--- config.mk ---
export PLATFORM = sky130hd
export DESIGN_NAME = pipe_dest_track_flat
export DESIGN_NICKNAME = d
export VERILOG_FILES = /design/src/rtl/pipe_dest_track_if.sv /design/src/rtl/pipe_dest_track.sv /design/src/flat_wrapper.sv
export SDC_FILE = /design/constraint.sdc
export NUM_CORES = 1
export LEC_CHECK = 0
export ABC_AREA = 0
export CORE_UTILIZATION = 40
export DETAILED_ROUTE_END_ITERATION = 16
export PLACE_DENSITY = 0.83
export REMOVE_ABC_BUFFERS = 1
export SKIP_LAST_GASP = 1
export SYNTH_ARGS = -nofsm -noshare
export SYNTH_HDL_FRONTEND = slang
export SYNTH_SLANG_ARGS = --single-unit
--- constraint.sdc ---
create_clock -name clk -period 1.8 [get_ports clk]
set_input_delay 0.45 -clock clk [delete_from_list [all_inputs] [get_ports clk]]
set_output_delay 0.45 -clock clk [all_outputs]
set_load 0.05 [all_outputs]
--- src/rtl/pipe_dest_track_if.sv ---
// rtl/pipe_dest_track_if.sv - decode/control inputs and forwarding/stall outputs of pipe_dest_track
// The master drives decode and control; the slave is the tracker.
interface pipe_dest_track_if;
   logic       id_valid;
   logic       id_rw;
   logic [2:0] id_dr;
   logic       id_ld;
   logic       id_halt;
   logic [2:0] id_rs;
   logic [2:0] id_rt;
   logic       id_rs_vld;
   logic       id_rt_vld;
   logic       mem_stall;
   logic       flush;
   logic       xm_rw;
   logic [2:0] xm_dr;
   logic       mwb_rw;
   logic [2:0] mwb_dr;
   logic       stall;
   logic       done;
   logic [7:0] lu_cnt;

   modport master (
      output id_valid, id_rw, id_dr, id_ld, id_halt, id_rs, id_rt, id_rs_vld, id_rt_vld,
      output mem_stall, flush,
      input  xm_rw, xm_dr, mwb_rw, mwb_dr, stall, done, lu_cnt
   );

   modport slave (
      input  id_valid, id_rw, id_dr, id_ld, id_halt, id_rs, id_rt, id_rs_vld, id_rt_vld,
      input  mem_stall, flush,
      output xm_rw, xm_dr, mwb_rw, mwb_dr, stall, done, lu_cnt
   );
endinterface

--- src/rtl/pipe_dest_track.sv ---
// rtl/pipe_dest_track.sv - destination tracking, load-use detection and HALT drain for a 3-stage back end
// Stage registers DX/XM/MWB carry {valid, rw, dr, ld, halt}; a small FSM drains the pipe behind HALT.
module pipe_dest_track (
   input  logic             clk,
   input  logic             rst,
   pipe_dest_track_if.slave trk_if
);

   typedef struct packed {
      logic       valid;
      logic       rw;
      logic [2:0] dr;
      logic       ld;
      logic       halt;
   } stage_t;

   typedef enum logic [1:0] {
      RUN    = 2'd0,
      DRAIN  = 2'd1,
      HALTED = 2'd2
   } state_t;

   stage_t     dx_q, dx_d, xm_q, xm_d, mwb_q, mwb_d;
   stage_t     id_stage;
   state_t     state_q, state_d;
   logic [7:0] lu_cnt_q, lu_cnt_d;
   logic       rs_hit, rt_hit, lu;

   assign id_stage = '{valid: trk_if.id_valid, rw: trk_if.id_rw, dr: trk_if.id_dr,
                       ld: trk_if.id_ld, halt: trk_if.id_halt};

   // r0 is compared like any other register
   assign rs_hit = trk_if.id_rs_vld && (trk_if.id_rs == dx_q.dr);
   assign rt_hit = trk_if.id_rt_vld && (trk_if.id_rt == dx_q.dr);
   assign lu     = dx_q.valid && dx_q.ld && dx_q.rw && trk_if.id_valid && (rs_hit || rt_hit);

   always_ff @(posedge clk or posedge rst) begin
      if (rst) begin
         dx_q     <= '0;
         xm_q     <= '0;
         mwb_q    <= '0;
         state_q  <= RUN;
         lu_cnt_q <= '0;
      end else begin
         dx_q     <= dx_d;
         xm_q     <= xm_d;
         mwb_q    <= mwb_d;
         state_q  <= state_d;
         lu_cnt_q <= lu_cnt_d;
      end
   end

   always_comb begin
      dx_d     = dx_q;
      xm_d     = xm_q;
      mwb_d    = mwb_q;
      state_d  = state_q;
      lu_cnt_d = lu_cnt_q;
      if (!trk_if.mem_stall) begin
         mwb_d = xm_q;
         xm_d  = dx_q;
         // a HALT already in DX moves on to XM here, so a flush cannot cancel it
         if (trk_if.flush || lu || (state_q != RUN))
            dx_d = '0;
         else
            dx_d = id_stage;
         if (!trk_if.flush && lu && (state_q == RUN) && (lu_cnt_q != 8'hFF))
            lu_cnt_d = lu_cnt_q + 8'd1;
         case (state_q)
            RUN:     if (!trk_if.flush && !lu && id_stage.valid && id_stage.halt) state_d = DRAIN;
            DRAIN:   if (mwb_q.valid && mwb_q.halt) state_d = HALTED;
            default: state_d = state_q;
         endcase
      end
   end

   always_comb begin
      trk_if.xm_rw  = xm_q.valid & xm_q.rw;
      trk_if.xm_dr  = xm_q.dr;
      trk_if.mwb_rw = mwb_q.valid & mwb_q.rw;
      trk_if.mwb_dr = mwb_q.dr;
      trk_if.stall  = trk_if.mem_stall | (lu & ~trk_if.flush) | (state_q != RUN);
      trk_if.done   = (state_q == HALTED);
      trk_if.lu_cnt = lu_cnt_q;
   end

endmodule

--- src/flat_wrapper.sv ---
// flat-port wrapper written by rule: the top's interface ports become plain ports
module pipe_dest_track_flat 
  (clk, rst, trk_if_id_valid, trk_if_id_rw, trk_if_id_dr, trk_if_id_ld, trk_if_id_halt, trk_if_id_rs, trk_if_id_rt, trk_if_id_rs_vld, trk_if_id_rt_vld, trk_if_mem_stall, trk_if_flush, trk_if_xm_rw, trk_if_xm_dr, trk_if_mwb_rw, trk_if_mwb_dr, trk_if_stall, trk_if_done, trk_if_lu_cnt);
  pipe_dest_track_if trk_if_i ();
  input  logic clk;
  input  logic rst;
  input wire logic [$bits(trk_if_i.id_valid)-1:0] trk_if_id_valid;
  input wire logic [$bits(trk_if_i.id_rw)-1:0] trk_if_id_rw;
  input wire logic [$bits(trk_if_i.id_dr)-1:0] trk_if_id_dr;
  input wire logic [$bits(trk_if_i.id_ld)-1:0] trk_if_id_ld;
  input wire logic [$bits(trk_if_i.id_halt)-1:0] trk_if_id_halt;
  input wire logic [$bits(trk_if_i.id_rs)-1:0] trk_if_id_rs;
  input wire logic [$bits(trk_if_i.id_rt)-1:0] trk_if_id_rt;
  input wire logic [$bits(trk_if_i.id_rs_vld)-1:0] trk_if_id_rs_vld;
  input wire logic [$bits(trk_if_i.id_rt_vld)-1:0] trk_if_id_rt_vld;
  input wire logic [$bits(trk_if_i.mem_stall)-1:0] trk_if_mem_stall;
  input wire logic [$bits(trk_if_i.flush)-1:0] trk_if_flush;
  output wire logic [$bits(trk_if_i.xm_rw)-1:0] trk_if_xm_rw;
  output wire logic [$bits(trk_if_i.xm_dr)-1:0] trk_if_xm_dr;
  output wire logic [$bits(trk_if_i.mwb_rw)-1:0] trk_if_mwb_rw;
  output wire logic [$bits(trk_if_i.mwb_dr)-1:0] trk_if_mwb_dr;
  output wire logic [$bits(trk_if_i.stall)-1:0] trk_if_stall;
  output wire logic [$bits(trk_if_i.done)-1:0] trk_if_done;
  output wire logic [$bits(trk_if_i.lu_cnt)-1:0] trk_if_lu_cnt;
  assign trk_if_i.id_valid = trk_if_id_valid;
  assign trk_if_i.id_rw = trk_if_id_rw;
  assign trk_if_i.id_dr = trk_if_id_dr;
  assign trk_if_i.id_ld = trk_if_id_ld;
  assign trk_if_i.id_halt = trk_if_id_halt;
  assign trk_if_i.id_rs = trk_if_id_rs;
  assign trk_if_i.id_rt = trk_if_id_rt;
  assign trk_if_i.id_rs_vld = trk_if_id_rs_vld;
  assign trk_if_i.id_rt_vld = trk_if_id_rt_vld;
  assign trk_if_i.mem_stall = trk_if_mem_stall;
  assign trk_if_i.flush = trk_if_flush;
  assign trk_if_xm_rw = trk_if_i.xm_rw;
  assign trk_if_xm_dr = trk_if_i.xm_dr;
  assign trk_if_mwb_rw = trk_if_i.mwb_rw;
  assign trk_if_mwb_dr = trk_if_i.mwb_dr;
  assign trk_if_stall = trk_if_i.stall;
  assign trk_if_done = trk_if_i.done;
  assign trk_if_lu_cnt = trk_if_i.lu_cnt;
  pipe_dest_track u_core (.clk(clk), .rst(rst), .trk_if(trk_if_i));
endmodule
==> results.py, run 1 <==
metrics = {
    "status": {
        "outcome": "complete, but fails checks",
        "violations": "setup timing",
    },
    "clock_network": {
        "root_buffer": "clkbuf_4",
        "cts_buffers": 5,
        "cts_tree": "built",
        "clk_path_buf_depth": 2,
        "clock-sinks": 29,
        "clk_pin_slew_worst_paths_ps": 100,
        "cts-hold-fix-buffers": 0,
        "cts_htree_levels": 2,
        "insertion_delay_ps": 330,
    },
    "run": {
        "drv_cap": 0,
    },
    "timing": {
        "fin_crit_sh_pct": 120,
        "fin_ws_ps": -358,
        "drv_slew": 0,
        "slew_headroom_pct": 62.1,
        "tightest_slew_ps": 566,
        "hold_viol": 0,
        "min_period_ps": 2160,
        "skew_ps": 10.7,
        "fmax_mhz": 463,
        "rsz0062_at_grt": "yes",
        "finalSetupTns_ps": -943,
        "setup_viol": 10,
    },
    "die": {
        "die-area_mm2": 0.00350,
        "die_h_um": 59.1,
        "coreArea_mm2": 0.00308,
        "ios": 37,
        "fp.dieW_um": 59.1,
        "rows": 20,
        "start_util_pct": 42.4,
    },
    "synth": {
        "synth_cell_type_count": 26,
        "synth_fa_ha_area_share_pct": 0.959,
        "synth_flop_cell": "dfrtp_1",
        "synth_warnings": 0,
        "synth_edf_count": 0,
        "synth_top_area_cell": "dfrtp_1",
        "syn_area_per_cell_um2": 13.1,
        "netlist_area_mm2": 0.00131,
        "synth_commonest_cells": "29 x dfrtp_1, 13 x mux2_2, 12 x xnor2_1",
        "synth_compound_area_share_pct": 9.20,
        "ys_seq_elements": 29,
        "synthTopCellsByArea": "dfrtp_1 56%, mux2_2 11%, xnor2_1 8.1%",
        "synth-simple-area-share_pct": 9.40,
        "muxShareOfSynthArea_pct": 11.2,
        "synth_top_family_by_area": "multiplexers",
        "yosys.area.top_type_share_pct": 55.6,
        "synth.most_common_cell": "dfrtp_1",
        "yosysSeqAreaShare_pct": 55.6,
        "yosys.area_share.xor_xnor_pct": 8.72,
        "synth-async-reset-ratio_pct": 100,
        "synthCells": 100,
    },
    "critical_path": {
        "critPathMaxFanout": 4,
        "rr_startpoint": "u_core.dx_q[3]",
        "start_kind": "register",
        "critPathLaunch": "u_core.dx_q[2]",
        "rrSetupSlack_ps": -130,
        "required_ps": 1350,
        "crit_path_cell_trace": "xnor2_2 -> nand4_1 -> a21oi_2 -> inv_1 -> o21ai_2 -> buf_12",
        "cp_slowest_stage_delay_ps": 460,
        "worstSetupPathType": "reg2out",
        "crit_path_end_kind": "output port",
        "r2r_end": "u_core.trk_if.lu_cnt[4]",
        "r2r_cells": 7,
        "cp.arrival_ps": 1710,
        "worst_path_max_delay_cell": "dfrtp_2",
    },
    "layout": {
        "syn_to_final_growth_pct": 52.7,
        "multi_input_area_um2": 592,
        "fillers": 248,
        "drive_above_1_share_pct": 47.1,
        "final_util_pct": 64.8,
        "nets": 174,
        "regArea_um2": 728,
        "antennaDiodeCount": 0,
    },
    "grt": {
        "grt_usage_pct": 20.3,
        "antenna_found_initial": 0,
        "grt_pass1_vias": 1032,
        "grt_pass1_wl_um": 5020,
        "overflow": 0,
        "grt_max_degree": 30,
    },
    "detailed_routing": {
        "vias_per_cell": 4.91,
        "detailroute.via_count": 977,
        "first_pass_iters": 4,
        "ant_nets": 0,
        "totalWireLength_um": 3000,
        "drcViolationCount": 0,
        "drt-wirelength-per-cell_um": 15.1,
        "drt_first_iter_violations": 35,
    },
    "power_and_ir_drop": {
        "vdd_ir_drop_max_uv": 850,
        "power_frac_clock_pct": 33.1,
        "combPwrFrac_pct": 26.2,
        "leakage_uw": 0.000986,
        "swShare_pct": 28.6,
        "seqPwrFrac_pct": 40.6,
        "p_int_uw": 1440,
        "p_per_area_mw_per_mm2": 1010,
        "net-switching-power_uw": 577,
    },
    "placement": {
        "gp_congestion": 0.787,
        "place_ws_ps": -655,
        "detailed_place_hpwl_um": 2130,
        "portBuffers": 36,
    },
    "hold_path": {
        "hold_class": "in2async",
    },
}
## worst max path at each step
| stage | end | slack (ps) | cells after the start |
|---|---|---|---|
| finish | trk_if_stall | -360 | 6 |
| global route | trk_if_stall | -460 | 6 |
| CTS | trk_if_stall | -390 | 6 |
| detailed placement | trk_if_stall | -660 | 8 |
| global placement | trk_if_stall | -600 | 8 |
| floorplan | trk_if_stall | -730 | 5 |
## power by group through the flow
stage          Clock [uW]  Sequential (uW)  Combinational [uW]
6_report              667              819                 529
5_1_grt               713              833                 557
4_1_cts               683              815                 525
3_5_place_dp            0              823                 527
3_3_place_gp            0              814                 514
2_1_floorplan           0              896                 192
## cells in the final DEF (no fill, tap or decap), types with 3 or more instances in the layout
master / count
dlygate4sd2_1: 6
xnor2_1: 7
clkdlybuf4s50_1: 12
buf_12: 4
a22o_1: 6
mux2_2: 12
dfrtp_1: 27
clkbuf_4: 5
xnor2_2: 5
inv_1: 3
nand4_1: 6
buf_4: 32
## final cells by class
type,instances,share of cell area [%]
multi-input cells,60,29.7
flip-flops and latches,29,36.5
inverters,3,0.565
clock buffers,5,1.88
repair buffers,55,25.3
clock inverters,3,3.26
well taps,44,2.76
## registers in the layout, summed over array words and instances, names as in the netlist
signal,count
u_core.trk_if.mwb_dr,3
u_core.dx_q,7
u_core.state_q,2
u_core.xm_q,3
u_core.trk_if.lu_cnt,8
u_core.mwb_q,3
u_core.trk_if.xm_dr,3
## worst max-delay path: cells and delay by family (launching register included)
family	cells	cell delay [ps]
compound gates	2	380
simple gates	1	170
xor+xnor	1	140
buf+inv	2	220
flops	1	460
## metal layers
metal	part of all wire [%]	wire length (um)	vias to the layer above	track usage, %
li1	-	-	459	-
met1	41	1240	478	24.2
met2	51	1540	34	33.1
met3	5.5	166	6	7.21
met4	1.8	53	0	9.18
met5	0	0	-	0
## cells by family (layout without fill, tap and decap cells)
family | count (synthesis) | in the layout
and+or+nand+nor | 21 | 21
xor gates and xnor gates | 13 | 13
DFF | 29 | 29
adders and majority gates | 1 | 1
muxes | 13 | 13
AOI/OAI and AO/OA | 12 | 12
buffers and inverters | 11 | 66
## metrics by stage
stage / instance area [um^2] / instances / total power [uW] / hold slack, ps
2_1_floorplan: 1250 / 92 / 1090 / 469
3_3_place_gp: 1810 / 190 / 1330 / 480
3_5_place_dp: 1810 / 190 / 1350 / 490
4_1_cts: 1950 / 199 / 2020 / 472
5_1_grt: 1990 / 199 / 2100 / 510
6_report: 1990 / 199 / 2020 / 474
## timing repair
action | in CTS | in global routing
setup buffers | 2 | 0
setup endpoints to repair | 17 | 17
resized for setup | 16 | 8
pin swaps | 17 | 7
No activity file was read; power rests on OpenSTA's default activity.
==> inputs of run 2 (changes only) <==
--- a/config.mk
+++ b/config.mk
@@ -5,11 +5,13 @@
 export SDC_FILE = /design/constraint.sdc
 export NUM_CORES = 1
 export LEC_CHECK = 0
-export ABC_AREA = 0
+export ABC_AREA = 1
+export CORE_MARGIN = 2
 export CORE_UTILIZATION = 40
 export DETAILED_ROUTE_END_ITERATION = 16
-export PLACE_DENSITY = 0.83
+export PLACE_DENSITY = 0.8
 export REMOVE_ABC_BUFFERS = 1
+export SETUP_SLACK_MARGIN = 0.5
 export SKIP_LAST_GASP = 1
 export SYNTH_ARGS = -nofsm -noshare
 export SYNTH_HDL_FRONTEND = slang
==> results.py, run 2 <==
metrics = {
    "synth": {
        "synth.most_common_cell": "nand2_1",
        "synth-simple-area-share_pct": 31.5,
        "synth_edf_count": 0,
        "muxShareOfSynthArea_pct": 0,
        "synthTopCellsByArea": "dfrtp_1 48%, nand2_1 17%, inv_1 5.7%",
        "synth_top_family_by_area": "simple AND/OR/NAND/NOR gates",
        "synth_flop_cell": "dfrtp_1",
        "synth_cell_type_count": 24,
        "ys_seq_elements": 29,
        "synth_compound_area_share_pct": 6.95,
        "synth_top_area_cell": "dfrtp_1",
        "synth_fa_ha_area_share_pct": 0.827,
        "yosys.area_share.xor_xnor_pct": 2.32,
        "yosys.area.top_type_share_pct": 48.0,
        "synth_warnings": 0,
        "yosysSeqAreaShare_pct": 48.0,
        "synthCells": 196,
        "syn_area_per_cell_um2": 7.72,
        "synth-async-reset-ratio_pct": 100,
        "netlist_area_mm2": 0.00151,
        "synth_commonest_cells": "70 x nand2_1, 29 x dfrtp_1, 23 x inv_1",
    },
    "layout": {
        "most-common-layout-cells": "63 x nand2_1, 26 x buf_6, 26 x dfrtp_1",
        "final_util_pct": 66.1,
        "nets": 287,
        "antennaDiodeCount": 0,
        "syn_to_final_growth_pct": 60.0,
        "largest_reg_flops": 8,
        "drive_above_1_share_pct": 36.7,
        "mostFrequentLayoutCell": "nand2_1",
    },
    "die": {
        "start_util_pct": 41.3,
        "coreArea_mm2": 0.00366,
        "rows": 22,
        "fp.dieW_um": 65.5,
        "die-area_mm2": 0.00429,
        "ios": 37,
        "die_h_um": 65.5,
    },
    "timing": {
        "min_period_ps": 2040,
        "tightest_slew_ps": 376,
        "drv_slew": 0,
        "rsz0062_at_grt": "yes",
        "hold_viol": 0,
        "holdWs_ps": 484,
        "fin_ws_ps": -236,
        "fmax_mhz": 491,
        "fin_crit_sh_pct": 113,
        "skew_ps": 8.90,
        "setup_viol": 3,
        "finalSetupTns_ps": -362,
        "slew_headroom_pct": 75.0,
    },
    "grt": {
        "grt_pass1_vias": 1391,
        "grt_usage_pct": 19.8,
        "grt_max_degree": 30,
        "grt_pass1_wl_um": 6290,
        "antenna_found_initial": 0,
        "overflow": 0,
    },
    "power_and_ir_drop": {
        "leakage_uw": 0.00124,
        "power_uw": 1290,
        "vdd_ir_drop_max_uv": 554,
        "p_per_area_mw_per_mm2": 531,
    },
    "critical_path": {
        "r2r_cells": 13,
        "cp_slowest_stage_delay_ps": 410,
        "required_ps": 1350,
        "critPathMostFrequentCell": "nand2_1",
        "rr_startpoint": "u_core.dx_q[2]",
        "start_kind": "register",
        "cp.arrival_ps": 1590,
        "rrSetupSlack_ps": -80,
        "crit_path_cell_trace": "inv_2 -> nand2_1 -> nand2_1 -> nor2_1 -> nand2_1 -> nand2_2 -> nand2_2 -> o21ai_2 -> buf_4 -> buf_12",
        "r2r_end": "u_core.dx_q[2]",
        "cp_num_buf_inv": 3,
        "worstSetupPathType": "reg2out",
        "crit_family": "simple AND/OR/NAND/NOR gates",
        "critPathMaxFanout": 3,
        "worst_path_max_delay_cell": "dfrtp_1",
        "crit_path_end_kind": "output port",
    },
    "status": {
        "violations": "setup timing",
        "outcome": "complete, but fails checks",
    },
    "detailed_routing": {
        "drcViolationCount": 0,
        "ant_nets": 0,
        "first_pass_iters": 4,
        "drt_first_iter_violations": 122,
        "totalWireLength_um": 4360,
        "detailroute.via_count": 1530,
        "drt-wirelength-per-cell_um": 13.9,
        "vias_per_cell": 4.86,
    },
    "run": {
        "drv_cap": 0,
    },
    "hold_path": {
        "hold_class": "reg2reg",
        "hold_depth": 2,
        "hold-path-endpoint": "u_core.xm_q[0]",
        "hp-start": "u_core.xm_q[0]",
    },
    "clock_network": {
        "cts-hold-fix-buffers": 0,
        "cts_buffers": 5,
        "root_buffer": "clkbuf_8",
        "cts_tree": "built",
        "clk_pin_slew_worst_paths_ps": 60,
        "cts_htree_levels": 2,
        "clock-sinks": 29,
        "insertion_delay_ps": 280,
        "clk_path_buf_depth": 2,
    },
    "placement": {
        "detailed_place_hpwl_um": 2240,
        "gp_congestion": 0.853,
        "portBuffers": 36,
        "place_ws_ps": -431,
    },
}
## run 2: per-stage QoR
stage / std cells / area [um^2]
finish: 315 / 2420
global route: 315 / 2420
CTS: 307 / 2260
detailed placement: 280 / 1950
global placement: 280 / 1950
floorplan: 187 / 1460
## run 2: worst reg2reg max path, stage by stage, from the launching register on
cell and delay, ps:
dfrtp_1 410, inv_2 80, buf_6 120, buf_6 100
buf_6 100, buf_6 100, buf_6 110, buf_6 100
buf_6 100, buf_6 100, buf_6 110, buf_6 110
buf_6 110, o21ai_2 140
## run 2: kinds of logic (layout without fill, tap and decap cells)
kind of cell | after synthesis | count (layout)
DFF | 29 | 29
AOI/OAI and AO/OA | 21 | 21
buffers and inverters | 36 | 107
and+or+nand+nor | 105 | 105
adders and majority gates | 1 | 1
xor gates and xnor gates | 4 | 4
## run 2: layout make-up
type,instances,area (um^2)
fill,269,1240
sequential,29,729
timing repair buffer,73,726
multi-input combinational,131,713
inverter,27,105
clock buffer,7,86.3
tap,48,60.1
## run 2: what timing repair did
action / in CTS / in global routing
setup buffers: 19 / 8
endpoints found under the setup margin: 38 / 36
cloned: 1 / 0
resized for setup: 43 / 32
pin swaps: 14 / 9
## run 2: worst max path at each step
stage | slack, ps | cells past startpoint | from | to
floorplan | -590 | 8 | trk_if_id_rt[0] | trk_if_stall
global placement | -420 | 11 | trk_if_id_rt[0] | trk_if_stall
detailed placement | -430 | 11 | trk_if_id_rt[0] | trk_if_stall
CTS | -180 | 10 | u_core.dx_q[2] | trk_if_stall
global route | -300 | 10 | u_core.dx_q[2] | trk_if_stall
finish | -240 | 10 | u_core.dx_q[2] | trk_if_stall
## run 2: where the power goes
group	internal (uW)	leakage [uW]	switching [uW]
clock network	302	0.0000443	236
registers	652	0.000390	0.000000000334
logic	43.4	0.000809	51.1
## run 2: routing by layer
| metal | wire, um | part of all wire, % | global-route usage (%) | up-vias |
|---|---|---|---|---|
| li1 | - | - | - | 740 |
| met1 | 1650 | 38 | 24.6 | 700 |
| met2 | 2240 | 51 | 33.7 | 73 |
| met3 | 298 | 6.8 | 4.62 | 17 |
| met4 | 173 | 4.0 | 7.03 | 0 |
| met5 | 0 | 0 | 0 | - |
